## config.mk

```make
export PLATFORM = sky130hd
export DESIGN_NAME = ctrl_pipe_unit_flat
export DESIGN_NICKNAME = d
export VERILOG_FILES = /design/src/rtl/ctrl_pipe_unit_if.sv /design/src/rtl/ctrl_pipe_unit.sv /design/src/flat_wrapper.sv
export SDC_FILE = /design/constraint.sdc
export NUM_CORES = 1
export LEC_CHECK = 0
export ABC_AREA = 1
export CAP_MARGIN = 30
export CORE_ASPECT_RATIO = 0.8
export CORE_UTILIZATION = 45
export CTS_BUF_LIST = sky130_fd_sc_hd__clkbuf_4
export DETAILED_ROUTE_END_ITERATION = 10
export HOLD_SLACK_MARGIN = 0.15
export PLACE_DENSITY = 0.74
export SLEW_MARGIN = 20
export SYNTH_ARGS = -nofsm -noshare
export SYNTH_HDL_FRONTEND = slang
export SYNTH_SLANG_ARGS = --single-unit
```

## constraint.sdc

```tcl
create_clock -name CLK -period 4.9 [get_ports CLK]
set_input_delay 0.735 -clock CLK [delete_from_list [all_inputs] [get_ports CLK]]
set_output_delay 0.735 -clock CLK [all_outputs]
set_load 0.05 [all_outputs]
```

## src/rtl/ctrl_pipe_unit_if.sv

```systemverilog
`default_nettype none
// +--------------------------------------------------------------------------+
// | ctrl_pipe_unit_if : fetch handshake + decoded control bundle (llsc only   |
// | with CTRL_PIPE_LLSC_EN)                                   Rev 1.0         |
// +--------------------------------------------------------------------------+
interface ctrl_pipe_unit_if #(
   parameter int WORD_W = 32,
   parameter int REG_W  = 5,
   parameter int IMM_W  = 16
);
   logic              instr_valid;
   logic              instr_ready;
   logic [WORD_W-1:0] instruction;
   logic              stall;
   logic              flush;
   logic              dhit;
   logic              out_valid;
   logic [3:0]        ALUop;
   logic [1:0]        ALUsrc;
   logic [1:0]        pcsrc;
   logic [1:0]        RegDest;
   logic              MemtoReg, WEN, dREN, dWEN, jal, extop, LUI, BEQ, branch, itype;
   logic [REG_W-1:0]  rs, rt, rd, shamt;
   logic [IMM_W-1:0]  immed;
   logic              halt;
   logic              busy;
`ifdef CTRL_PIPE_LLSC_EN
   logic              llsc;
`endif

   modport master (
      output instr_valid, instruction, stall, flush, dhit,
      input  instr_ready, out_valid, ALUop, ALUsrc, pcsrc, RegDest, MemtoReg, WEN,
             dREN, dWEN, jal, extop, LUI, BEQ, branch, itype, rs, rt, rd, shamt,
             immed, halt, busy
`ifdef CTRL_PIPE_LLSC_EN
      , input llsc
`endif
   );

   modport slave (
      input  instr_valid, instruction, stall, flush, dhit,
      output instr_ready, out_valid, ALUop, ALUsrc, pcsrc, RegDest, MemtoReg, WEN,
             dREN, dWEN, jal, extop, LUI, BEQ, branch, itype, rs, rt, rd, shamt,
             immed, halt, busy
`ifdef CTRL_PIPE_LLSC_EN
      , output llsc
`endif
   );
endinterface
`default_nettype wire

```

## src/rtl/ctrl_pipe_unit.sv

```systemverilog
`default_nettype none
// +--------------------------------------------------------------------------+
// | ctrl_pipe_unit : MIPS decode + PIPE_DEPTH control stages with mem-op      |
// | sequencer. Optional LL/SC via CTRL_PIPE_LLSC_EN.          Rev 1.0         |
// +--------------------------------------------------------------------------+
module ctrl_pipe_unit #(
   parameter int WORD_W     = 32,
   parameter int REG_W      = 5,
   parameter int IMM_W      = 16,
   parameter int PIPE_DEPTH = 2
) (
   input  logic            CLK,
   input  logic            RST,
   ctrl_pipe_unit_if.slave bus
);
   typedef enum logic [1:0] {RUN = 2'd0, MEMWAIT = 2'd1, HALTED = 2'd2} state_t;

   localparam logic [3:0] ALU_SLL = 4'd0, ALU_SRL = 4'd1, ALU_ADD = 4'd2, ALU_SUB = 4'd3,
                          ALU_AND = 4'd4, ALU_OR  = 4'd5, ALU_XOR = 4'd6, ALU_NOR = 4'd7,
                          ALU_SLT = 4'd8, ALU_SLTU = 4'd9;

   typedef struct packed {
      logic [3:0]       ALUop;
      logic [1:0]       ALUsrc;
      logic [1:0]       pcsrc;
      logic [1:0]       RegDest;
      logic             MemtoReg, WEN, dREN, dWEN, jal, extop, LUI, BEQ, branch, itype;
      logic             is_halt;
`ifdef CTRL_PIPE_LLSC_EN
      logic             llsc;
`endif
      logic [REG_W-1:0] rs, rt, rd, shamt;
      logic [IMM_W-1:0] immed;
   } ctrl_t;

   ctrl_t                 dec, in_d, last_d, tail;
   ctrl_t                 stage_q [PIPE_DEPTH];
   logic [PIPE_DEPTH-1:0] valid_q;
   state_t                state_q;
   logic                  halt_q;
   logic                  last_v_d, ready, accept, advance, r_ok;
   logic [5:0]            op, funct;
   logic [3:0]            alu;
   logic                  unused_tail_halt;

   assign op    = bus.instruction[31:26];
   assign funct = bus.instruction[5:0];

   always_comb begin
      dec       = '0;
      alu       = ALU_ADD;
      r_ok      = 1'b1;
      dec.rs    = REG_W'(bus.instruction[25:21]);
      dec.rt    = REG_W'(bus.instruction[20:16]);
      dec.rd    = REG_W'(bus.instruction[15:11]);
      dec.shamt = REG_W'(bus.instruction[10:6]);
      dec.immed = IMM_W'(bus.instruction[15:0]);
      case (op)
         6'h00: begin
            case (funct)
               6'h00:        alu = ALU_SLL;
               6'h02:        alu = ALU_SRL;
               6'h20, 6'h21: alu = ALU_ADD;
               6'h22, 6'h23: alu = ALU_SUB;
               6'h24:        alu = ALU_AND;
               6'h25:        alu = ALU_OR;
               6'h26:        alu = ALU_XOR;
               6'h27:        alu = ALU_NOR;
               6'h2A:        alu = ALU_SLT;
               6'h2B:        alu = ALU_SLTU;
               6'h08: begin  r_ok = 1'b0; dec.pcsrc = 2'd2; end
               default:      r_ok = 1'b0;
            endcase
            if (r_ok) begin
               dec.ALUop   = alu;
               dec.RegDest = 2'd1;
               dec.WEN     = 1'b1;
               dec.ALUsrc  = (funct == 6'h00 || funct == 6'h02) ? 2'd2 : 2'd0;
            end
         end
         6'h02: dec.pcsrc = 2'd3;
         6'h03: begin dec.pcsrc = 2'd3; dec.jal = 1'b1; dec.RegDest = 2'd2; dec.WEN = 1'b1; end
         6'h04: begin dec.BEQ = 1'b1; dec.branch = 1'b1; dec.pcsrc = 2'd1; dec.ALUop = ALU_SUB; end
         6'h05: begin dec.branch = 1'b1; dec.pcsrc = 2'd1; dec.ALUop = ALU_SUB; end
         6'h09, 6'h0A, 6'h0B, 6'h0C, 6'h0D, 6'h0E: begin
            dec.itype  = 1'b1;
            dec.WEN    = 1'b1;
            dec.ALUsrc = 2'd1;
            dec.extop  = (op <= 6'h0B);  // arithmetic/compare sign-extend, logicals zero-extend
            case (op)
               6'h09:   dec.ALUop = ALU_ADD;
               6'h0A:   dec.ALUop = ALU_SLT;
               6'h0B:   dec.ALUop = ALU_SLTU;
               6'h0C:   dec.ALUop = ALU_AND;
               6'h0D:   dec.ALUop = ALU_OR;
               default: dec.ALUop = ALU_XOR;
            endcase
         end
         6'h0F: begin dec.LUI = 1'b1; dec.WEN = 1'b1; dec.ALUsrc = 2'd1; end
         6'h23: begin
            dec.dREN = 1'b1; dec.MemtoReg = 1'b1; dec.WEN = 1'b1;
            dec.ALUsrc = 2'd1; dec.extop = 1'b1; dec.ALUop = ALU_ADD;
         end
         6'h2B: begin dec.dWEN = 1'b1; dec.ALUsrc = 2'd1; dec.extop = 1'b1; dec.ALUop = ALU_ADD; end
`ifdef CTRL_PIPE_LLSC_EN
         6'h30: begin
            dec.dREN = 1'b1; dec.MemtoReg = 1'b1; dec.WEN = 1'b1; dec.llsc = 1'b1;
            dec.ALUsrc = 2'd1; dec.extop = 1'b1; dec.ALUop = ALU_ADD;
         end
         6'h38: begin
            dec.dWEN = 1'b1; dec.WEN = 1'b1; dec.llsc = 1'b1;
            dec.ALUsrc = 2'd1; dec.extop = 1'b1; dec.ALUop = ALU_ADD;
         end
`endif
         6'h3F:   dec.is_halt = 1'b1;
         default: ;
      endcase
   end

   assign ready   = (state_q == RUN) && !bus.stall && !bus.flush && !halt_q;
   assign accept  = bus.instr_valid && ready;
   assign advance = !bus.flush && !bus.stall &&
                    ((state_q == RUN) || (state_q == MEMWAIT && bus.dhit));
   // Bubbles carry an all-zero bundle so side-effect controls never leak out.
   assign in_d    = accept ? dec : '0;

   if (PIPE_DEPTH == 1) begin : g_tail_direct
      assign last_d   = in_d;
      assign last_v_d = accept;
   end else begin : g_tail_shift
      assign last_d   = stage_q[PIPE_DEPTH-2];
      assign last_v_d = valid_q[PIPE_DEPTH-2];
   end

   always_ff @(posedge CLK or posedge RST) begin
      if (RST) begin
         for (int i = 0; i < PIPE_DEPTH; i++) stage_q[i] <= '0;
         valid_q <= '0;
         state_q <= RUN;
         halt_q  <= 1'b0;
      end else if (bus.flush || state_q == HALTED) begin
         for (int i = 0; i < PIPE_DEPTH; i++) stage_q[i] <= '0;
         valid_q <= '0;
         if (state_q == MEMWAIT) state_q <= RUN;
      end else if (advance) begin
         stage_q[0] <= in_d;
         valid_q[0] <= accept;
         for (int i = 1; i < PIPE_DEPTH; i++) begin
            stage_q[i] <= stage_q[i-1];
            valid_q[i] <= valid_q[i-1];
         end
         if (last_v_d && last_d.is_halt) begin
            state_q <= HALTED;
            halt_q  <= 1'b1;
            for (int i = 0; i < PIPE_DEPTH - 1; i++) begin
               stage_q[i] <= '0;
               valid_q[i] <= 1'b0;
            end
         end else if (last_v_d && (last_d.dREN || last_d.dWEN)) begin
            state_q <= MEMWAIT;
         end else begin
            state_q <= RUN;
         end
      end
   end

   assign tail             = stage_q[PIPE_DEPTH-1];
   assign unused_tail_halt = tail.is_halt;

   assign bus.instr_ready = ready;
   assign bus.out_valid   = valid_q[PIPE_DEPTH-1];
   assign bus.ALUop       = tail.ALUop;
   assign bus.ALUsrc      = tail.ALUsrc;
   assign bus.pcsrc       = tail.pcsrc;
   assign bus.RegDest     = tail.RegDest;
   assign bus.MemtoReg    = tail.MemtoReg;
   assign bus.WEN         = tail.WEN;
   assign bus.dREN        = tail.dREN;
   assign bus.dWEN        = tail.dWEN;
   assign bus.jal         = tail.jal;
   assign bus.extop       = tail.extop;
   assign bus.LUI         = tail.LUI;
   assign bus.BEQ         = tail.BEQ;
   assign bus.branch      = tail.branch;
   assign bus.itype       = tail.itype;
   assign bus.rs          = tail.rs;
   assign bus.rt          = tail.rt;
   assign bus.rd          = tail.rd;
   assign bus.shamt       = tail.shamt;
   assign bus.immed       = tail.immed;
   assign bus.halt        = halt_q;
   assign bus.busy        = (|valid_q) || (state_q != RUN);
`ifdef CTRL_PIPE_LLSC_EN
   assign bus.llsc        = tail.llsc;
`endif
endmodule
`default_nettype wire
```

## src/flat_wrapper.sv

```systemverilog
// flat-port wrapper written by rule: the top's interface ports become plain ports
module ctrl_pipe_unit_flat 
#(
   parameter int WORD_W     = 32,
   parameter int REG_W      = 5,
   parameter int IMM_W      = 16,
   parameter int PIPE_DEPTH = 2
)
  (CLK, RST, bus_instr_valid, bus_instruction, bus_stall, bus_flush, bus_dhit, bus_instr_ready, bus_out_valid, bus_ALUop, bus_ALUsrc, bus_pcsrc, bus_RegDest, bus_MemtoReg, bus_WEN, bus_dREN, bus_dWEN, bus_jal, bus_extop, bus_LUI, bus_BEQ, bus_branch, bus_itype, bus_rs, bus_rt, bus_rd, bus_shamt, bus_immed, bus_halt, bus_busy);
  ctrl_pipe_unit_if #(.WORD_W(WORD_W), .REG_W(REG_W), .IMM_W(IMM_W)) bus_i ();
  input  logic CLK;
  input  logic RST;
  input wire logic [$bits(bus_i.instr_valid)-1:0] bus_instr_valid;
  input wire logic [$bits(bus_i.instruction)-1:0] bus_instruction;
  input wire logic [$bits(bus_i.stall)-1:0] bus_stall;
  input wire logic [$bits(bus_i.flush)-1:0] bus_flush;
  input wire logic [$bits(bus_i.dhit)-1:0] bus_dhit;
  output wire logic [$bits(bus_i.instr_ready)-1:0] bus_instr_ready;
  output wire logic [$bits(bus_i.out_valid)-1:0] bus_out_valid;
  output wire logic [$bits(bus_i.ALUop)-1:0] bus_ALUop;
  output wire logic [$bits(bus_i.ALUsrc)-1:0] bus_ALUsrc;
  output wire logic [$bits(bus_i.pcsrc)-1:0] bus_pcsrc;
  output wire logic [$bits(bus_i.RegDest)-1:0] bus_RegDest;
  output wire logic [$bits(bus_i.MemtoReg)-1:0] bus_MemtoReg;
  output wire logic [$bits(bus_i.WEN)-1:0] bus_WEN;
  output wire logic [$bits(bus_i.dREN)-1:0] bus_dREN;
  output wire logic [$bits(bus_i.dWEN)-1:0] bus_dWEN;
  output wire logic [$bits(bus_i.jal)-1:0] bus_jal;
  output wire logic [$bits(bus_i.extop)-1:0] bus_extop;
  output wire logic [$bits(bus_i.LUI)-1:0] bus_LUI;
  output wire logic [$bits(bus_i.BEQ)-1:0] bus_BEQ;
  output wire logic [$bits(bus_i.branch)-1:0] bus_branch;
  output wire logic [$bits(bus_i.itype)-1:0] bus_itype;
  output wire logic [$bits(bus_i.rs)-1:0] bus_rs;
  output wire logic [$bits(bus_i.rt)-1:0] bus_rt;
  output wire logic [$bits(bus_i.rd)-1:0] bus_rd;
  output wire logic [$bits(bus_i.shamt)-1:0] bus_shamt;
  output wire logic [$bits(bus_i.immed)-1:0] bus_immed;
  output wire logic [$bits(bus_i.halt)-1:0] bus_halt;
  output wire logic [$bits(bus_i.busy)-1:0] bus_busy;
  assign bus_i.instr_valid = bus_instr_valid;
  assign bus_i.instruction = bus_instruction;
  assign bus_i.stall = bus_stall;
  assign bus_i.flush = bus_flush;
  assign bus_i.dhit = bus_dhit;
  assign bus_instr_ready = bus_i.instr_ready;
  assign bus_out_valid = bus_i.out_valid;
  assign bus_ALUop = bus_i.ALUop;
  assign bus_ALUsrc = bus_i.ALUsrc;
  assign bus_pcsrc = bus_i.pcsrc;
  assign bus_RegDest = bus_i.RegDest;
  assign bus_MemtoReg = bus_i.MemtoReg;
  assign bus_WEN = bus_i.WEN;
  assign bus_dREN = bus_i.dREN;
  assign bus_dWEN = bus_i.dWEN;
  assign bus_jal = bus_i.jal;
  assign bus_extop = bus_i.extop;
  assign bus_LUI = bus_i.LUI;
  assign bus_BEQ = bus_i.BEQ;
  assign bus_branch = bus_i.branch;
  assign bus_itype = bus_i.itype;
  assign bus_rs = bus_i.rs;
  assign bus_rt = bus_i.rt;
  assign bus_rd = bus_i.rd;
  assign bus_shamt = bus_i.shamt;
  assign bus_immed = bus_i.immed;
  assign bus_halt = bus_i.halt;
  assign bus_busy = bus_i.busy;
  ctrl_pipe_unit #(.WORD_W(WORD_W), .REG_W(REG_W), .IMM_W(IMM_W), .PIPE_DEPTH(PIPE_DEPTH)) u_core (.CLK(CLK), .RST(RST), .bus(bus_i));
endmodule
```

==> flow_metrics.env <==
export IMPL_outcome="complete, no violations"
export IMPL_fmax_mhz=320
export IMPL_crit_start="bus_flush"
export IMPL_cp_required_ns=4.16
export IMPL_yosysTopAreaCellShare=0.592
export IMPL_drive_gt1_frac=0.0523
export IMPL_setup_violations=0
export IMPL_dpl_hpwl_um=6290
export IMPL_gp_congestion=0.985
export IMPL_synthCells=447
export IMPL_syn_avg_cell_area_um2=9.08
export IMPL_dr_pass1_iters=5
export IMPL_nNetsFinal=568
export IMPL_startpoint_type="primary input"
export IMPL_synth_commonest_cells="99 x nand2_1, 96 x dfrtp_1, 69 x inv_1"
export IMPL_routed_wl_um=9310
export IMPL_ys_ff_latch=96
export IMPL_path_clk_slew_ns=0.13
export IMPL_dieArea_um2=9410
export IMPL_hold_class="reg2reg"
export IMPL_fin_skew_ns=0.0138
export IMPL_synth_top_family_by_area="simple AND/OR/NAND/NOR gates"
export IMPL_drtIter0Drc=162
export IMPL_globalRouteOverflowTotal=0
export IMPL_min_delay_start="u_core.bus.jal$_DFFE_PP0P_"
export IMPL_yosys_warnings=0
export IMPL_synth_cell_type_count=27
export IMPL_grt_pass1_vias=3201
export IMPL_drv_slew=0
export IMPL_clock_sinks=96
export IMPL_holdBufCountCts=0
export IMPL_cts_tree="built"
export IMPL_start_util=0.470
export IMPL_synth_fa_ha_area_frac=0
export IMPL_port_buffers=97
export IMPL_cts_buffers=9
export IMPL_grt_max_degree=60
export IMPL_coreArea_um2=8630
export IMPL_synth_area_leaders="dfrtp_1 59%, nand2_1 9.2%, inv_1 6.4%, o21ai_1 4.9%, o21ai_0 4.3%"
export IMPL_peakVddDrop_uv=137
export IMPL_area_growth_syn_to_layout_pct=27.3
export IMPL_grt_pass1_wl_um=15100
export IMPL_leakage_uw=0.00229
export IMPL_die_h_um=87.0
export IMPL_final_period_utilization=0.638
export IMPL_yosys_mux_area_fraction=0
export IMPL_p_per_area_nw_per_um2=252
export IMPL_synth_compound_area_frac=0.134
export IMPL_fill_cells=768
export IMPL_post_synth_top_count_cell="nand2_1"
export IMPL_yosys_area_top_type="dfrtp_1"
export IMPL_synthSimpleGateAreaFrac=0.160
export IMPL_synth_nets=485
export IMPL_num_io_pins=98
export IMPL_clock_latency_ns=0.44
export IMPL_postCtsSetupRepairBufs=0
export IMPL_synth_seq_area_share=0.592
export IMPL_synth_edf_count=0
export IMPL_antenna_found_initial=0
export IMPL_worst_endpoint_arrival_ns=2.39
export IMPL_clk_path_buf_depth=2
export IMPL_rrSetupSlack_ns=2.50
export IMPL_die_w_um=108
export IMPL_wire_per_inst_um=14.4
export IMPL_drtAntennaViolNets=0
export IMPL_fin_util=0.599
export IMPL_max_cap_viol_count=0
export IMPL_viasPerCell=5.14
export IMPL_track_usage=0.212
export IMPL_timing_hold_violations_final=0
export IMPL_h_tree_depth=3
export IMPL_relSlewSlack=0.518
export IMPL_period_needed_ns=3.13
export IMPL_post_cts_resized=0
export IMPL_syn_area_um2=4060
export IMPL_r2r_start="u_core.state_q[0]$_DFFE_PP0P_"
export IMPL_root_buffer="clkbuf_4"
export IMPL_async_flop_share=1.00
export IMPL_insertedDiodeCount=0
export IMPL_cp_end_kind="output port"
export IMPL_worstSetupPathType="in2out"
export IMPL_synth_ff_type="dfrtp_1"
export IMPL_synth_xor_area_share=0
export IMPL_path_max_fanout=3
export IMPL_worst_pin_slew_ns=0.723
export IMPL_drc_errors=0
export IMPL_tns_ns=0
export IMPL_dr_total_vias=3325
export IMPL_rsz0062_at_grt="false"
export IMPL_row_count=30
==> power breakdown <==
part	internal, µW	total, µW	switching [µW]	leakage (µW)
Combinational	33.6	84.8	51.2	0.000889
Clock	163	422	259	0.0000730
Sequential	793	793	0.439	0.00133
==> cell type report <==
type | count | area, µm² | area share
clock buffers | 10 | 75.1 | 0.0145
clock inverters | 6 | 67.6 | 0.0131
inverters | 71 | 272 | 0.0525
multi-input cells | 252 | 1200 | 0.232
flip-flops and latches | 96 | 2400 | 0.465
well taps | 112 | 140 | 0.0271
repair buffers | 100 | 1010 | 0.196
==> metal layers <==
metal | vias up | wire length, µm | GRT usage
li1 | 1590 | - | -
met1 | 1575 | 4190 | 0.287
met2 | 143 | 4290 | 0.338
met3 | 17 | 693 | 0.0546
met4 | 0 | 138 | 0.0610
met5 | - | 0 | 0
==> cells in the final DEF, fill, tap and decap left out, types with 2 or more instances in the layout <==
cell type / n
nand2_1: 99
clkdlybuf4s50_1: 97
dfrtp_1: 96
inv_1: 68
o21ai_1: 40
o21ai_0: 35
nand3_1: 24
nor2_1: 14
o22ai_1: 12
clkbuf_4: 10
nand4_1: 6
a22o_1: 5
a21oi_1: 4
nor2_2: 3
inv_4: 2
nor3_1: 2
o31ai_1: 2
clkinvlp_4: 2
buf_4: 2
==> critical path, stage by stage <==
cell,delay [ns]
clkdlybuf4s50_1,0.42
nor2_1,0.16
nand3_1,0.19
inv_1,0.09
clkdlybuf4s50_1,0.79
==> per-stage QoR <==
| step | total power, µW | cell area, µm² | hold slack [ns] | instances | setup slack (ns) |
|---|---|---|---|---|---|
| floorplan | 852 | 4060 | 0.449 | 447 | 1.66 |
| global placement | 891 | 5000 | 0.467 | 630 | 1.35 |
| detailed placement | 893 | 5000 | 0.472 | 630 | 1.21 |
| CTS | 1320 | 5140 | 0.504 | 646 | 1.72 |
| global route | 1360 | 5170 | 0.516 | 647 | 1.68 |
| finish | 1300 | 5170 | 0.495 | 647 | 1.77 |
==> state kept, by name (all words and copies together) (netlist names), 2 cells and up <==
register and count:
u_core.valid_q 2, u_core.bus.immed 15, u_core.bus.pcsrc 2, u_core.bus.ALUsrc 2, u_core.bus.rs 5, u_core.bus.RegDest 2
u_core.last_d 46, u_core.bus.rt 5, u_core.state_q 2, u_core.bus.ALUop 4
==> worst paths after layout <==
kind | to | cells after the start
min | u_core.bus.jal$_DFFE_PP0P_ | 2
max in group asynchronous | u_core.last_d[54]$_DFFE_PP0P_ | 3
max reg2reg | u_core.bus.ALUsrc[0]$_DFFE_PP0P_ | 6
max | bus_instr_ready | 5
min in group asynchronous | u_core.bus.immed[12]$_DFFE_PP0P_ | 2
min reg2reg | u_core.bus.jal$_DFFE_PP0P_ | 2
==> cell families (layout without fill, tap and decap cells) <==
| kind of cell | after synthesis | after routing |
|---|---|---|
| simple gates | 152 | 152 |
| compound gates | 100 | 100 |
| buf+inv | 99 | 187 |
| flops | 96 | 96 |
(Power assumes the default switching activity.)
